--- config.mk ---
export PLATFORM = sky130hd
export DESIGN_NAME = multicycle_ctrl
export DESIGN_NICKNAME = d
export VERILOG_FILES = /design/src/rtl/multicycle_ctrl.sv
export SDC_FILE = /design/constraint.sdc
export NUM_CORES = 1
export LEC_CHECK = 0
export BUFFER_PORTS_ARGS = -buffer_cell sky130_fd_sc_hd__buf_2
export CAP_MARGIN = 0
export CORE_UTILIZATION = 31
export CTS_CLUSTER_DIAMETER = 100
export DETAILED_ROUTE_END_ITERATION = 16
export HOLD_SLACK_MARGIN = 0.05
export RECOVER_POWER = 50
export SLEW_MARGIN = 10
export SYNTH_ARGS = -nofsm -noshare
export SYNTH_HDL_FRONTEND = slang
export SYNTH_SLANG_ARGS = --single-unit
--- constraint.sdc ---
create_clock -name clk -period 1.1 [get_ports clk]
set_input_delay 0.11 -clock clk [delete_from_list [all_inputs] [get_ports clk]]
set_output_delay 0.11 -clock clk [all_outputs]
set_load 0.01 [all_outputs]
--- src/rtl/multicycle_ctrl.sv ---
// Main control FSM for a multicycle RV32 subset (lw, sw, R, I-ALU, beq, jal, lui).
// A unified memory with a MemReady handshake stretches FETCH, MEMREAD and MEMWRITE.
module multicycle_ctrl (
  input  logic       clk,
  input  logic       reset,
  input  logic [6:0] op,
  input  logic       Zero,
  input  logic       MemReady,
  output logic       PCWrite,
  output logic       AdrSrc,
  output logic       MemWrite,
  output logic       IRWrite,
  output logic [1:0] ResultSrc,
  output logic [1:0] ALUSrcA,
  output logic [1:0] ALUSrcB,
  output logic [1:0] ALUOp,
  output logic [2:0] ImmSrc,
  output logic       RegWrite,
  output logic       Halted
);

  localparam logic [6:0] OpLw  = 7'b0000011;
  localparam logic [6:0] OpSw  = 7'b0100011;
  localparam logic [6:0] OpR   = 7'b0110011;
  localparam logic [6:0] OpI   = 7'b0010011;
  localparam logic [6:0] OpBeq = 7'b1100011;
  localparam logic [6:0] OpJal = 7'b1101111;
  localparam logic [6:0] OpLui = 7'b0110111;

  typedef enum logic [3:0] {
    StFetch, StDecode, StMemAdr, StMemRead, StMemWb, StMemWrite, StExecR,
    StExecI, StAluWb, StBeq, StJal, StLui, StHalt
  } state_e;

  state_e state_q, state_d;
  logic   pc_we, ir_we, mem_we, reg_we;

  always_ff @(posedge clk or posedge reset) begin
    if (reset) state_q <= StFetch;
    else       state_q <= state_d;
  end

  always_comb begin
    state_d   = state_q;
    pc_we     = 1'b0;
    ir_we     = 1'b0;
    mem_we    = 1'b0;
    reg_we    = 1'b0;
    AdrSrc    = 1'b0;
    ResultSrc = 2'b00;
    ALUSrcA   = 2'b00;
    ALUSrcB   = 2'b00;
    ALUOp     = 2'b00;
    Halted    = 1'b0;
    unique case (state_q)
      StFetch: begin
        ALUSrcB   = 2'b10;
        ResultSrc = 2'b10;
        pc_we     = MemReady;
        ir_we     = MemReady;
        if (MemReady) state_d = StDecode;
      end
      StDecode: begin
        ALUSrcA = 2'b01;
        ALUSrcB = 2'b01;
        case (op)
          OpLw, OpSw: state_d = StMemAdr;
          OpR:        state_d = StExecR;
          OpI:        state_d = StExecI;
          OpBeq:      state_d = StBeq;
          OpJal:      state_d = StJal;
          OpLui:      state_d = StLui;
          default:    state_d = StHalt;
        endcase
      end
      StMemAdr: begin
        ALUSrcA = 2'b10;
        ALUSrcB = 2'b01;
        state_d = (op == OpLw) ? StMemRead : StMemWrite;
      end
      StMemRead: begin
        AdrSrc = 1'b1;
        if (MemReady) state_d = StMemWb;
      end
      StMemWb: begin
        ResultSrc = 2'b01;
        reg_we    = 1'b1;
        state_d   = StFetch;
      end
      StMemWrite: begin
        AdrSrc = 1'b1;
        mem_we = 1'b1;
        if (MemReady) state_d = StFetch;
      end
      StExecR: begin
        ALUSrcA = 2'b10;
        ALUOp   = 2'b10;
        state_d = StAluWb;
      end
      StExecI: begin
        ALUSrcA = 2'b10;
        ALUSrcB = 2'b01;
        ALUOp   = 2'b10;
        state_d = StAluWb;
      end
      StAluWb: begin
        reg_we  = 1'b1;
        state_d = StFetch;
      end
      StBeq: begin
        ALUSrcA = 2'b10;
        ALUOp   = 2'b01;
        pc_we   = Zero;
        state_d = StFetch;
      end
      StJal: begin
        ALUSrcA = 2'b01;
        ALUSrcB = 2'b10;
        pc_we   = 1'b1;
        state_d = StAluWb;
      end
      StLui: begin
        ALUSrcA = 2'b11;
        ALUSrcB = 2'b01;
        state_d = StAluWb;
      end
      StHalt: begin
        Halted = 1'b1;
      end
      default: state_d = StFetch;
    endcase
  end

  always_comb begin
    case (op)
      OpSw:    ImmSrc = 3'b001;
      OpBeq:   ImmSrc = 3'b010;
      OpJal:   ImmSrc = 3'b011;
      OpLui:   ImmSrc = 3'b100;
      default: ImmSrc = 3'b000;
    endcase
  end

  // Reset forces FETCH asynchronously, but FETCH strobes follow MemReady, so gate them too.
  assign PCWrite  = pc_we  & ~reset;
  assign IRWrite  = ir_we  & ~reset;
  assign MemWrite = mem_we & ~reset;
  assign RegWrite = reg_we & ~reset;

endmodule

==> results by group <==
Status
  • Status: finished with violations
  • Failing checks: negative setup slack

Timing
  • WHS: 325 ps
  • Setup violations, final: 18
  • Slew @ Worst Pin: 238 ps
  • Fin crit share: 140%
  • Final Hold Fails: 0
  • Max frequency: 648 MHz
  • Setup TNS Final: -5100 ps
  • Slew margin rel.: 84.0%
  • RSZ-0062 raised after global routing: true
  • Period minus WS final: 1540 ps
  • Clock Skew: 0.0808 ps
  • Final slew viol count: 0
  • Fin worst setup slack: -443 ps

Yosys
  • Post-Syn Area per Cell: 7.13 um2
  • Most frequent cell after synthesis: nor2_1
  • Number of distinct library cells after synthesis: 37
  • Syn Inst Count: 89
  • Yosys top cell by area: dfrtp_1
  • Syn_nets: 100
  • Post-synth top flop: dfrtp_1
  • Sequential fraction of the synthesis area: 15.8%
  • Synth warn: 0
  • Seq cells post-synth: 4
  • Post-synth EDFFs: 0
  • Area fraction of the dominant cell type after synthesis: 15.8%
  • Synth area leaders: dfrtp_1 16%, nor2_1 5.3%, nand2b_1 4.9%, a21oi_1 4.7%, buf_2 4.7%
  • Synthesized area: 634 um2
  • Commonest cells post-synth: 9 x nor2_1, 6 x a21oi_1, 6 x buf_2, 6 x nor3_1, 5 x nand2b_1
  • Async S/R FF share, synth: 100%

Cells and area
  • Fraction of layout cells with a size suffix above 1: 64.9%
  • Max FFs per register: 4
  • Largest registers: state_q x4
  • Final Instance Area: 1300 um2
  • Synth-to-layout area growth: 105%
  • Layout Nets: 161
  • Diodes inserted: 0
  • Top reg by flops: state_q

Worst hold path
  • Hold Path Cell Cnt: 4
  • Min-delay src: op[5]
  • Worst min path class: in -> reg

Placement
  • Dpl hpwl: 1590 um
  • Port Buffers: 27
  • Final GP Congestion: 0.784
  • Dpl cell area: 996 um2

Setup path
  • CP arrival: 1430 ps
  • Kind of critical path: reg -> out
  • Worst setup path start: state_q[1]
  • Startpoint class of the critical path: flop
  • CP max FO: 8
  • Worst Setup End Kind: output pin
  • Worst R2R Path Depth: 5
  • Critical R2R Launch: state_q[1]
  • Worst path required time: 990 ps

Routing
  • DRT antenna net count: 0
  • DR vias: 930
  • DRC: 0
  • DR pass1 iterations: 4
  • Routed wire per std cell: 14.6 um
  • Initial DRC count: 6
  • Drt via density: 5.38
  • Total Wirelength: 2530 um

Global route
  • GRT overflow: 0
  • Initial antenna violation count: 0
  • Vias in the first global route: 838
  • First-pass GRT wire length: 3480 um
  • Largest net degree at the start of global routing: 11
  • GRT Resource Usage Total: 22.0%

Pwr
  • Total power: 2.59 mW
  • Worst VDD drop: 1.02 mV
  • Power per standard cell area: 2000 nW/um2
  • Pleak: 0.626 nW

CTS
  • Clk slew on worst S/H paths: 40 ps
  • Root buffer cell: clkbuf_4
  • Worst-Skew Late Latency: 230 ps
  • Maximum root-to-sink buffer count: 2
  • CTS Sinks: 4
  • H-tree depth: 1
  • Total CTS buffers: 3
  • TritonCTS clock tree: yes

Floorplan
  • Chip height: 47.2 um
  • Effective utilization at floorplan: 34.8%
  • I/O pin cnt: 28
  • DIE AREA: 2230 um2
  • Die X: 47.2 um
  • Core Region: 1820 um2
  • Site Rows: 15

Run
  • Max cap viols: 0
-- cells by family (layout without fill, tap and decap cells) --
family / count (synthesis) / in the layout / synth area share [%]
xor+xnor: 4 / 4 / 5.52
simple gates: 43 / 43 / 40.6
flops: 4 / 4 / 15.8
compound gates: 25 / 25 / 26.0
buf+inv: 11 / 70 / 8.88
mux: 2 / 2 / 3.16
-- through the flow --
step	util [%]	instances	setup WS, ps
final	71.3	173	-443
after global routing	71.3	173	-505
after CTS	63.1	168	-392
after detailed placement	54.7	158	-199
after global placement	54.7	158	-206
after floorplan	-	89	-77.0
-- layout by cell type (no fill, tap or decap), types with 3 or more instances in the layout --
cell type  instances
nand2b_4           4
buf_4             20
clkbuf_4           3
nor3_2             3
a21oi_1            5
o21a_1             3
buf_6             16
nor2_1             8
nor3_1             3
inv_1              3
buf_2             26
dfrtp_2            3
-- worst max-delay path: stages, from the launching register on --
cell and delay [ps]:
dfrtp_2 470, nor2b_4 160, a21o_1 160, a32oi_2 210, nor3_2 60, buf_2 140
-- where the power goes --
group | switching (mW) | leakage (nW) | total (mW) | internal, mW
Combinational | 0.971 | 0.564 | 2.12 | 1.15
Sequential | 0.0916 | 0.0480 | 0.292 | 0.201
Clock | 0.0608 | 0.0138 | 0.183 | 0.122
Total | 1.12 | 0.626 | 2.59 | 1.47
-- cell type report --
cell class                      count  area (um2)
Clock buffer                        3        22.5
Fill cell                         139         523
Inverter                            3        11.3
Multi-Input combinational cell     74         654
Sequential cell                     4         104
Tap cell                           25        31.3
Timing Repair Buffer               64         474
-- timing repair --
action	4_1_cts	5_1_grt
endpoints found under the hold margin	4	0
buffers inserted	6	5
hold buffers	1	0
pin swaps	5	7
endpoints found under the setup margin	18	18
resized for setup	21	23
-- routing by layer --
metal	GRT usage [%]	up-vias	part of all wire, %
li1	-	449	-
met2	38.6	36	54
met5	0	-	0
met1	25.1	437	39
met3	5.38	8	4.3
met4	9.71	0	3.1
-- worst paths after layout --
kind / endpoint / slack [ps]
worst max-delay path: PCWrite / -440
worst min-delay path: state_q[1] / 330
worst max register to register: state_q[3] / -220
worst min register to register: state_q[2] / 760
max in group asynchronous: state_q[2] / 410
min in group asynchronous: state_q[0] / 490
No activity file was read; power rests on OpenSTA's default activity.
